**src/rtl/dmem_seq.sv**
```systemverilog
// Load/store sequencer between the execute stage and a handshaked data-memory port.
// Takes one access at a time, issues a word-aligned request with byte mask and
// lane-replicated store data, stalls the hart until completion, and returns
// extended load data with an error code.
module dmem_seq #(
    parameter int TIMEOUT = 255
) (
    input  logic        i_clk,
    input  logic        i_rst,
    input  logic        i_valid,
    input  logic        i_mem_read,
    input  logic        i_mem_write,
    input  logic [2:0]  i_funct3,
    input  logic [31:0] i_addr,
    input  logic [31:0] i_wdata,
    output logic        o_stall,
    output logic        o_done,
    output logic [31:0] o_rdata,
    output logic [1:0]  o_err,
    output logic        o_req,
    output logic [31:0] o_req_addr,
    output logic        o_req_wen,
    output logic [3:0]  o_req_mask,
    output logic [31:0] o_req_wdata,
    input  logic        i_req_ready,
    input  logic        i_res_valid,
    input  logic [31:0] i_res_rdata
);

    localparam int CW = $clog2(TIMEOUT + 1);

    localparam logic [1:0] ERR_OK    = 2'b00;
    localparam logic [1:0] ERR_ALIGN = 2'b01;
    localparam logic [1:0] ERR_ILL   = 2'b10;
    localparam logic [1:0] ERR_TMO   = 2'b11;

    typedef enum logic [1:0] {
        S_IDLE,
        S_REQ,
        S_WAIT,
        S_DONE
    } state_t;

    state_t         state_reg;
    logic [2:0]     funct3_reg;
    logic [1:0]     lane_reg;
    logic [CW-1:0]  cnt_reg;

    logic           start;
    logic           bad_op;
    logic           misaligned;
    logic [3:0]     mask_in;
    logic [31:0]    wdata_in;
    logic [7:0]     byte_sel;
    logic [15:0]    half_sel;
    logic [31:0]    load_ext;

    assign start = i_valid & (i_mem_read | i_mem_write);

    // Stall is combinational so the hart freezes in the same cycle the op is accepted;
    // it drops in DONE so the hart advances on the completion pulse.
    assign o_stall = ~i_rst & (((state_reg == S_IDLE) & start) |
                               (state_reg == S_REQ) | (state_reg == S_WAIT));

    // Decode the incoming access: legality, alignment, byte enables and store lanes.
    always_comb begin
        bad_op     = 1'b0;
        misaligned = 1'b0;
        mask_in    = 4'b0000;
        wdata_in   = i_wdata;
        if (i_mem_read & i_mem_write) begin
            bad_op = 1'b1;
        end
        if (!(i_funct3 inside {3'b000, 3'b001, 3'b010, 3'b100, 3'b101})) begin
            bad_op = 1'b1;
        end
        if (i_mem_write & i_funct3[2]) begin
            bad_op = 1'b1;
        end
        case (i_funct3[1:0])
            2'b00: begin
                mask_in  = 4'b0001 << i_addr[1:0];
                wdata_in = {4{i_wdata[7:0]}};
            end
            2'b01: begin
                mask_in    = i_addr[1] ? 4'b1100 : 4'b0011;
                wdata_in   = {2{i_wdata[15:0]}};
                misaligned = i_addr[0];
            end
            2'b10: begin
                mask_in    = 4'b1111;
                wdata_in   = i_wdata;
                misaligned = |i_addr[1:0];
            end
            default: begin
                mask_in  = 4'b0000;
                wdata_in = i_wdata;
            end
        endcase
    end

    // Pick the addressed lane from the response word and sign/zero-extend it.
    always_comb begin
        case (lane_reg)
            2'b00:   byte_sel = i_res_rdata[7:0];
            2'b01:   byte_sel = i_res_rdata[15:8];
            2'b10:   byte_sel = i_res_rdata[23:16];
            default: byte_sel = i_res_rdata[31:24];
        endcase
        half_sel = lane_reg[1] ? i_res_rdata[31:16] : i_res_rdata[15:0];
        case (funct3_reg)
            3'b000:  load_ext = {{24{byte_sel[7]}}, byte_sel};
            3'b001:  load_ext = {{16{half_sel[15]}}, half_sel};
            3'b010:  load_ext = i_res_rdata;
            3'b100:  load_ext = {24'h000000, byte_sel};
            3'b101:  load_ext = {16'h0000, half_sel};
            default: load_ext = 32'h0000_0000;
        endcase
    end

    // Sequencer: accept, request until handshake, wait for the read response, complete.
    always_ff @(posedge i_clk or posedge i_rst) begin
        if (i_rst) begin
            state_reg   <= S_IDLE;
            funct3_reg  <= 3'b000;
            lane_reg    <= 2'b00;
            cnt_reg     <= '0;
            o_done      <= 1'b0;
            o_rdata     <= 32'h0000_0000;
            o_err       <= ERR_OK;
            o_req       <= 1'b0;
            o_req_addr  <= 32'h0000_0000;
            o_req_wen   <= 1'b0;
            o_req_mask  <= 4'b0000;
            o_req_wdata <= 32'h0000_0000;
        end else begin
            case (state_reg)
                S_IDLE: begin
                    o_done <= 1'b0;
                    o_err  <= ERR_OK;
                    if (start) begin
                        funct3_reg  <= i_funct3;
                        lane_reg    <= i_addr[1:0];
                        o_req_addr  <= {i_addr[31:2], 2'b00};
                        o_req_wen   <= i_mem_write;
                        o_req_mask  <= mask_in;
                        o_req_wdata <= wdata_in;
                        if (bad_op) begin
                            state_reg <= S_DONE;
                            o_done    <= 1'b1;
                            o_err     <= ERR_ILL;
                            o_rdata   <= 32'h0000_0000;
                        end else if (misaligned) begin
                            state_reg <= S_DONE;
                            o_done    <= 1'b1;
                            o_err     <= ERR_ALIGN;
                            o_rdata   <= 32'h0000_0000;
                        end else begin
                            state_reg <= S_REQ;
                            o_req     <= 1'b1;
                        end
                    end
                end
                S_REQ: begin
                    // Request fields stay frozen until the memory takes them; no timeout here.
                    if (i_req_ready) begin
                        o_req <= 1'b0;
                        if (o_req_wen) begin
                            state_reg <= S_DONE;
                            o_done    <= 1'b1;
                            o_err     <= ERR_OK;
                        end else begin
                            state_reg <= S_WAIT;
                            cnt_reg   <= '0;
                        end
                    end
                end
                S_WAIT: begin
                    // A response on the final allowed cycle still beats the timeout.
                    if (i_res_valid) begin
                        state_reg <= S_DONE;
                        o_done    <= 1'b1;
                        o_err     <= ERR_OK;
                        o_rdata   <= load_ext;
                    end else if (cnt_reg == CW'(TIMEOUT - 1)) begin
                        state_reg <= S_DONE;
                        o_done    <= 1'b1;
                        o_err     <= ERR_TMO;
                        o_rdata   <= 32'h0000_0000;
                    end else begin
                        cnt_reg <= cnt_reg + CW'(1);
                    end
                end
                default: begin
                    state_reg <= S_IDLE;
                    o_done    <= 1'b0;
                    o_err     <= ERR_OK;
                end
            endcase
        end
    end

endmodule

```
**config.mk**
```make
export PLATFORM = sky130hd
export DESIGN_NAME = dmem_seq
export DESIGN_NICKNAME = d
export VERILOG_FILES = /design/src/rtl/dmem_seq.sv
export SDC_FILE = /design/constraint.sdc
export NUM_CORES = 1
export LEC_CHECK = 0
export BUFFER_PORTS_ARGS = -buffer_cell sky130_fd_sc_hd__clkbuf_2
export CORE_ASPECT_RATIO = 0.5
export CORE_UTILIZATION = 40
export DETAILED_ROUTE_END_ITERATION = 8
export HOLD_SLACK_MARGIN = 0.12
export PLACE_DENSITY = 0.75
export SYNTH_ARGS = -nofsm -noshare
export SYNTH_HDL_FRONTEND = slang
export SYNTH_SLANG_ARGS = --single-unit
```
**constraint.sdc**
```tcl
create_clock -name i_clk -period 3.4 [get_ports i_clk]
set_input_delay 0.17 -clock i_clk [delete_from_list [all_inputs] [get_ports i_clk]]
set_output_delay 0.17 -clock i_clk [all_outputs]
set_load 0.01 [all_outputs]
```
# ---- After elaboration in Yosys (flattened, before gate mapping)
# Cells that the tools add are included.
dict set report totals {
  register_bits 118
  in_bits 106
  output_inout_bits 106
  word_cells 113
}
dict set report op_classes {
  n_addsub 1
  eq_ne 25
  shift 1
  n_mux 49
  bitwise_logic 9
  reduce_logical 16
}
# operator count
set ops {}
lappend ops {{2-to-1 mux 32 bit} 5}
lappend ops {{case mux 32 bit (5 select lines)} 1}
lappend ops {{case mux 32 bit (2 select lines)} 2}
lappend ops {{2-to-1 mux 8 bit} 4}
lappend ops {{case mux 8 bit (3 select lines)} 1}
lappend ops {{2-to-1 mux 2 bit} 11}
lappend ops {{2-to-1 mux 1 bit} 16}
lappend ops {{2-to-1 mux 16 bit} 1}
lappend ops {{!= test 2 bit (second input constant)} 8}
lappend ops {{case mux 8 bit (2 select lines)} 1}
lappend ops {{== test 3 bit (second input constant)} 4}
lappend ops {{case mux 2 bit (3 select lines)} 2}
lappend ops {{case mux 4 bit (3 select lines)} 1}
lappend ops {{AND reduction 5 bit} 2}
lappend ops {{adder 8 x 1 -> 8 bit (second input constant)} 1}
lappend ops {{== test 8 bit (second input constant)} 1}
lappend ops {{== test 2 x 1 -> 1 bit (second input constant)} 3}
lappend ops {{== test 2 bit (second input constant)} 3}
lappend ops {{== test 3 x 1 -> 1 bit (second input constant)} 2}
lappend ops {{== test 3 x 2 -> 1 bit (second input constant)} 2}
lappend ops {{zero test 2 bit} 3}
lappend ops {{zero test 3 bit} 2}
lappend ops {{AND reduction 3 bit} 2}
lappend ops {{nonzero test 2 bit} 3}
lappend ops {{other kinds (13)} 20}

# ---- Logic depth before layout (Yosys ltp)
# Gate-level depths: netlist (run 1).
dict set report logic_depth {
  depth_word 7
  depth_mapped 10
  depth_no_buf 7
}

# ---- Worst setup path before layout (run 1)
# Ideal clock, no wire load.
dict set report synth_timing {
  path_type {input to register}
  startpoint {in i_funct3[1]}
  endpoint {reg o_rdata[19]}
  arrival_ns 2.085
  required_ns 3.275
  slack_ns 1.191
  cell_stages 9
  n_path_buf 3
  path_cell_list {clkbuf_1 -> inv_1 -> ha_1 -> buf_4 -> o211ai_1 -> nand3_2 -> o21ai_4 -> buf_6 -> mux2_2}
}
dict set report synth_via {
  elab_chain_len 7
  elab_cells_between_ends 16
}
# item line
set synth_lines {}
lappend synth_lines {{start: declaration} 13} ;# input logic [2:0] i_funct3,
lappend synth_lines {{== test 3 x 1 -> 1 bit (tied with other cells)} 74} ;# if (!(i_funct3 inside {3'b000, 3'b001, 3'b010, 3'b100, 3'b101})) begin
lappend synth_lines {{nonzero test 5 bit} 74}
lappend synth_lines {{2-to-1 mux 1 bit} 74}
lappend synth_lines {{2-to-1 mux 1 bit} 77} ;# if (i_mem_write & i_funct3[2]) begin
lappend synth_lines {{2-to-1 mux 32 bit} 148} ;# if (bad_op) begin
lappend synth_lines {{2-to-1 mux 32 bit} 141} ;# if (start) begin
lappend synth_lines {{case mux 32 bit (2 select lines)} 137} ;# case (state_reg)
lappend synth_lines {{end signal: assignment} 184} ;# o_rdata <= load_ext;
lappend synth_lines {{end: declaration} 18} ;# output logic [31:0] o_rdata,
# Several ways; a longest one is shown, not always the timed one. The select of a mux whose other input is x is not followed.
# A chain may end at the register's enable or synchronous reset.

# ---- Worst setup path after layout (run 1)
dict set report layout_timing {
  startpoint {in i_mem_write}
  endpoint {out o_stall}
}
dict set report layout_via {
  elab_chain_len 6
}
# item line
set layout_lines {}
lappend layout_lines {{start: declaration} 12} ;# input logic i_mem_write,
lappend layout_lines {{OR 1 bit} 58} ;# assign start = i_valid & (i_mem_read | i_mem_write);
lappend layout_lines {{bitwise AND 1 bit} 58}
lappend layout_lines {{bitwise AND 1 bit} 62} ;# assign o_stall = ~i_rst & (((state_reg == S_IDLE) & start) |
lappend layout_lines {{OR 1 bit} 62}
lappend layout_lines {{OR 1 bit} 63} ;# (state_reg == S_REQ) | (state_reg == S_WAIT));
lappend layout_lines {{bitwise AND 1 bit} 62}
lappend layout_lines {{end: declaration} 16} ;# output logic o_stall,
# Every way passes these cells.

==> results of run 1 <==
==> placed cells by master (no fill, tap or decap), types with 3 or more instances in the layout <==
cell             n
buf_4            9
nand3_1          6
mux2_1          20
mux2i_1         16
clkbuf_16       17
clkinv_2         5
o22ai_1          7
nor2_1          39
mux2_2          21
a21oi_1         50
inv_1            9
mux2_4           9
dlygate4sd3_1   65
a221oi_1         9
o211ai_1         4
ha_1            11
o21ai_0         18
nand2_1        175
o31ai_1         21
a21o_1           4
xor2_1           4
a32o_1           7
dfrtp_1        118
clkbuf_2       209
a22oi_1         10
bufinv_16        3
nand2b_1         4
==> worst max path at each step <==
stage	start	end	slack (ps)
final	i_mem_write	o_stall	830
after global routing	i_mem_write	o_stall	630
after CTS	i_mem_write	o_stall	790
after detailed placement	i_funct3[1]	o_rdata[8]	710
after global placement	i_funct3[1]	o_rdata[20]	830
after floorplan	i_rst	cnt_reg[0]	100
==> cell families after synthesis <==
family                   Yosys count  share of synthesized area, %
flip-flops                       118                         47.85
multiplexers                      66                         12.27
AO/OA/AOI/OAI                    146                         16.32
buffers and inverters             54                         4.461
XOR/XNOR                           4                        0.5677
adder cells (fa/ha/maj)           11                         2.230
AND/OR/NAND/NOR                  244                         16.24
other                              1                       0.06077
==> power by group <==
part / internal [mW] / switching [mW] / leakage (nW) / total (mW)
Combinational: 1.28 / 1.72 / 2.63 / 2.99
Sequential: 1.99 / 0.452 / 1.53 / 2.44
Clock: 1.18 / 0.618 / 0.287 / 1.79
==> final cells by class <==
type	instances	area, sq um
fill	1272	6205
clock buffer	20	456.7
sequential	118	2953
multi-input combinational	473	2962
tap	198	247.7
inverter	10	40.04
timing repair buffer	284	1784
clock inverter	10	130.1
==> critical path, delay by kind of cell <==
kind / cells / cell delay (ps)
AO/OA/AOI/OAI: 2 / 760
buffers and inverters: 3 / 850
AND/OR/NAND/NOR: 1 / 630
==> routing by layer <==
metal  track usage, %  vias to the layer above
met4            9.972                        0
met2            39.84                      226
met5                0                        -
li1                 -                     2758
met3            3.511                       34
met1            29.90                     2929
==> results.md, run 1 <==
- Post CTS Setup Buffer Count: 0
- Largest net degree at the start of global routing: 76
- Clock sinks: 118
- WP data required: 3230 ps
- DR top layer: met4
- Global-route wire length before repair: 29.86 mm
- Top flop regs: o_rdata x32, o_req_wdata x32, o_req_addr x30
- Max_slew headroom: 37.25%
- Hold wc startpoint: i_addr[0]
- CP most frequent cell: clkbuf_2
- Hold slack: 144.1 ps
- Total grt overflow: 0
- Largest area contributor in the netlist: dfrtp_1
- Setup slack, reg-to-reg: 1030 ps
- Vias: 5947
- Worst Setup Start Kind: input port
- Leak Pwr: 4.442 nW
- Ranking of synthesized cells by area: dfrtp_1, nand2_1, a21oi_1
- Slew Viols, Final: 0
- Area delta synth->final: 38.93%
- Initial Util: 41.76%
- Hold crit path type: in2reg
- Crit path time final: 2573 ps
- Skew final: 11.94 ps
- RR Endpoint: o_rdata[16]
- PD cells: 843.2 mW/mm^2
- YS warnings: 0
- Design area: 0.008573 sq mm
- Die Height: 89.83 um
- Die W: 177.7 um
- Placed cell count: 1018
- N_diodes: 0
- CP Data Arrival Time: 2400 ps
- Clock-pin slew on the worst setup and hold paths: 50 ps
- Status: finished, final reports clean
- CTS tree: yes
- Mapped Avg Cell Area: 9.582 sq um
- VDD IR max: 0.0005341 V
- Slew @ Worst Pin: 941.2 ps
- DRC errors left: 0
- RSZ-0062 raised after global routing: false
- Maximum clock path buffer count: 2
- Pwr Total: 7.229 mW
- Insertion delay to the later sink of the worst-skew pair: 400 ps
- Layout Utilization: 58.01%
- Die ar.: 0.01596 sq mm
- Post-synthesis async set-or-reset flop share: 100.0%
- Hold Violations, Final: 0
- Total clock buffers created by CTS: 17
- FMAX: 388.6 MHz
- Critical path class: in2out
- Initial drt markers: 401
- WL/cell: 16.36 um
- Synth Register Bits: 118
- # hold bufs at CTS: 65
- Crit. End Element: output pin
- Met3 WL post-DR: 906 um
- Final setup vio count: 0
- Synth cell count leaders: nand2_1, dfrtp_1, a21oi_1
- Root Driver: clkbuf_16
- Routed Antenna Nets: 0
- Number of global-route vias before repair: 5998
- Area after DPL: 0.007336 sq mm
- Met2 WL post-DR: 9.146 mm
- Share of layout cells above drive strength 1: 31.80%
- Cts repair resizes: 0
- Max capacitance violation total: 0
- Wl on met1: 7.682 mm
- Syn Inst Count: 644
- Cell Area, Synth: 0.006171 sq mm
- CP max stage delay: 630 ps
- Hpwl dp: 12.10 mm
- Initial antenna violation count: 0
- Detailed Routing Iterations Pass 1: 6
- Synth Flop Type: dfrtp_1
- Post-Layout Cell Count: 1113
- Yosys cell types: 55
- Worst-path cell chain: dlygate4sd3_1 > clkbuf_2 > o21ai_0 > or2_4 > a21oi_1 > clkbuf_2
- EDFF count, synth: 0
- Worst R2R Path Depth: 5
- CTS H-tree lvls: 4
- Detailed Route WL: 18.21 mm
- Crit Reg-Reg Startpoint: lane_reg[0]
- Port bufs: 209
- Setup TNS: 0 ps
- Hold EP: lane_reg[0]
- Global Route Usage Sum: 23.52%
- Core area: 0.01478 sq mm
- CP max stage cell: o21ai_0
- Setup ws final: 827.0 ps
- Vias per cell: 5.343
- Sequential share of the synthesized area: 47.85%
- Rows: 31
- Share of the synthesized area in the top cell type: 47.85%
- GP Congestion: 0.8216
- Hold path depth: 3
- Post-Place Setup Slack: 710.4 ps
- Top-count cell post-synth: nand2_1
- Io pins: 212
- Final period util: 75.68%
- Nets: 1021
- Worst-path maximum fanout: 53
Note: power is estimated with default switching activity, not from simulation.
==> run 2, diff against run 1 <==
==> constraint.sdc (replaced) <==
create_clock -name i_clk -period 2.32 [get_ports i_clk]
set_input_delay 0.116 -clock i_clk [delete_from_list [all_inputs] [get_ports i_clk]]
set_output_delay 0.116 -clock i_clk [all_outputs]
set_load 0.01 [all_outputs]
==> run 2 against run 1 <==
Against the previous run: die area did not move; total power is 53% higher; via count rose by 1.7%; final area rose by 3.4%; final cell count up 2.1%; setup slack worse by 740 ps; routed wire length increased by 3.5%; combinational power up 61%; critical path depth grew 5; sequential power is 43% higher; core utilization rose by 1.9 points; clock power up 55%; highest routed layer unchanged.
==> results.md, run 2 (synthesis gave the netlist of run 1 again) <==
- Post-Place Setup Slack: 180.7 ps (-529.7 ps)
- CP Buf/Inv Count: 5 (+2)
- Routed Antenna Nets: 0 (unchanged)
- Final period util: 96.33%
- GP Congestion: 0.8340 (+1.5%)
- Hold Violations, Final: 0 (unchanged)
- Vias per cell: 5.322 (-0.39%)
- Crit path time final: 2235 ps
- Clock-pin slew on the worst setup and hold paths: 60 ps (about the same)
- Hold slack: 155.6 ps (+11.56 ps)
- Clock sinks: 118 (unchanged)
- Rows: 31 (unchanged)
- Initial drt markers: 340 (-15%)
- Global-route wire length before repair: 29.77 mm (-0.32%)
- CP max stage delay: 540 ps (-90 ps)
- VDD IR max: 0.0006796 V (+27%)
- Detailed Routing Iterations Pass 1: 5 (-1)
- Number of global-route vias before repair: 5990 (-0.13%)
- Crit. End Element: flip-flop
- Top flop regs: o_rdata x32, o_req_wdata x32, o_req_addr x30
- CTS tree: yes
- Largest net degree at the start of global routing: 59 (-22%)
- Seq pwr share: 31.5% (-2.3 points)
- Slew Viols, Final: 0 (unchanged)
- Skew final: 12.14 ps (+0.1982 ps)
- Die Height: 89.83 um (unchanged)
- Total clock buffers created by CTS: 17 (unchanged)
- Hold crit path type: in2reg
- Vias: 6046 (+1.7%)
- Initial Util: 41.76% (unchanged)
- Insertion delay to the later sink of the worst-skew pair: 410 ps (about the same)
- CTS H-tree lvls: 4 (unchanged)
- Pint: 6.808 mW (+53%)
- Crit path max-delay family: buffers and inverters
- Sw Ratio: 38.62% (about the same)
- Port bufs: 209 (unchanged)
- Nets: 1042 (+2.1%)
- CP max stage cell: dlygate4sd3_1
- Net Sw Power: 4.283 mW (+54%)
- WP data required: 2600 ps (-630 ps)
- Post-Layout Cell Count: 1136 (+2.1%)
- Area delta synth->final: 43.59%
- Final setup vio count: 0 (unchanged)
- Placed cell count: 1027 (+0.88%)
- FMAX: 447.5 MHz
- Met3 Resource Use GR: 4.357% (+0.85 points)
- Setup ws final: 85.18 ps (-741.8 ps)
- Status: finished, final reports clean
- Hpwl dp: 12.06 mm (-0.30%)
- Total grt overflow: 0 (unchanged)
- Met1 global-route usage: 29.38% (-0.52 points)
- Worst Setup Start Kind: input port
- Clock Power Share: 25.1% (+0.3 points)
- Global Route Usage Sum: 23.55% (+0.032 points)
- Met2 Track Usage GR: 39.03% (-0.81 points)
- Commonest non-fill, non-tap cell in the layout: clkbuf_2
- Leak Pwr: 4.560 nW (+2.7%)
- Most frequent cells in the layout: clkbuf_2, nand2_1, dfrtp_1, dlygate4sd3_1, a21oi_1
- Die W: 177.7 um (unchanged)
- Maximum clock path buffer count: 2 (unchanged)
- DRC errors left: 0 (unchanged)
- Root Driver: clkbuf_16
- Area after DPL: 0.007455 sq mm (+1.6%)
- Most used routing layer: met2
- Io pins: 212 (unchanged)
- Fill cell count: 1195 (-6.1%)
- N_diodes: 0 (unchanged)
- Critical path class: in2reg
- Design area: 0.008861 sq mm (+3.4%)
- Worst-path cell chain: dlygate4sd3_1 > clkbuf_2 > inv_2 > ha_1 > o21bai_1 > a221oi_4 > nand3_2 > o21ai_4 > buf_4 > buf_12 > mux2_1
- Combinational power share: 43.4% (+2.0 points)
- PD cells: 1252 mW/mm^2 (+48%)
- Slew @ Worst Pin: 815.3 ps (-125.8 ps)
- Die ar.: 0.01596 sq mm (unchanged)
- Share of layout cells above drive strength 1: 33.26% (+1.5 points)
- Max capacitance violation total: 0 (unchanged)
- WL/cell: 16.59 um (+1.4%)
- Core area: 0.01478 sq mm (unchanged)
- Initial antenna violation count: 0 (unchanged)
- Worst-path maximum fanout: 16 (-70%)
- CP Data Arrival Time: 2520 ps (+120 ps)
- Detailed Route WL: 18.85 mm (+3.5%)
- Max_slew headroom: 45.53% (+8.3 points)
[run 2: cell type report]
class,instances,area (sq um),area share [%]
multi-input cells,475,2992,33.76
flip-flops and latches,118,2953,33.32
repair buffers,303,2013,22.72
clock buffers,19,432.9,4.886
well taps,198,247.7,2.796
clock inverters,13,181.4,2.047
inverters,10,41.29,0.4660
[run 2: tightest hold or removal path, stage by stage]
cell      delay (ps)
clkbuf_2         110
a21oi_1           60
a21oi_1          120
mux2_1           120
[run 2: power by group through the flow]
| stage | clock [mW] | sequential [mW] | combinational, mW |
|---|---|---|---|
| final | 2.78 | 3.50 | 4.81 |
| after global routing | 2.91 | 3.62 | 5.26 |
| after detailed placement | 0 | 3.50 | 4.47 |
| after global placement | 0 | 3.48 | 4.35 |
| after CTS | 2.82 | 3.49 | 4.58 |
| after floorplan | 0 | 3.76 | 2.63 |
[run 2: routing by layer]
metal	routed length (um)	vias to the layer above
met1	8094	2927
li1	-	2818
met5	0	-
met4	699	0
met3	1039	58
met2	9017	243
[run 2: repair_timing]
item | in CTS | in global routing
gates resized for setup | 1 | 5
pin swaps | 0 | 3
hold endpoints to repair | 107 | 0
setup endpoints to repair | 1 | 33
cloned | 0 | 4
buffers inserted | 0 | 3
hold buffers | 71 | 0
[run 2: worst paths after layout]
check	start	to	slack (ps)	cells past startpoint
setup / recovery	i_funct3[0]	o_rdata[12]	90	11
hold / removal	i_res_rdata[8]	o_rdata[8]	160	4
setup reg to reg	state_reg[0]	o_rdata[12]	160	9
hold reg to reg	o_req_mask[1]	o_req_mask[1]	470	2
max in group asynchronous	i_rst	o_rdata[2]	1180	4
min in group asynchronous	i_rst	state_reg[1]	460	3
[run 2: stage by stage]
step	TNS, ps	utilization (%)	total power, mW
detailed placement	0	50.44	7.974
global route	-6.484	59.96	11.79
CTS	0	59.38	10.89
floorplan	0	-	6.392
finish	0	59.96	11.09
global placement	0	50.44	7.834
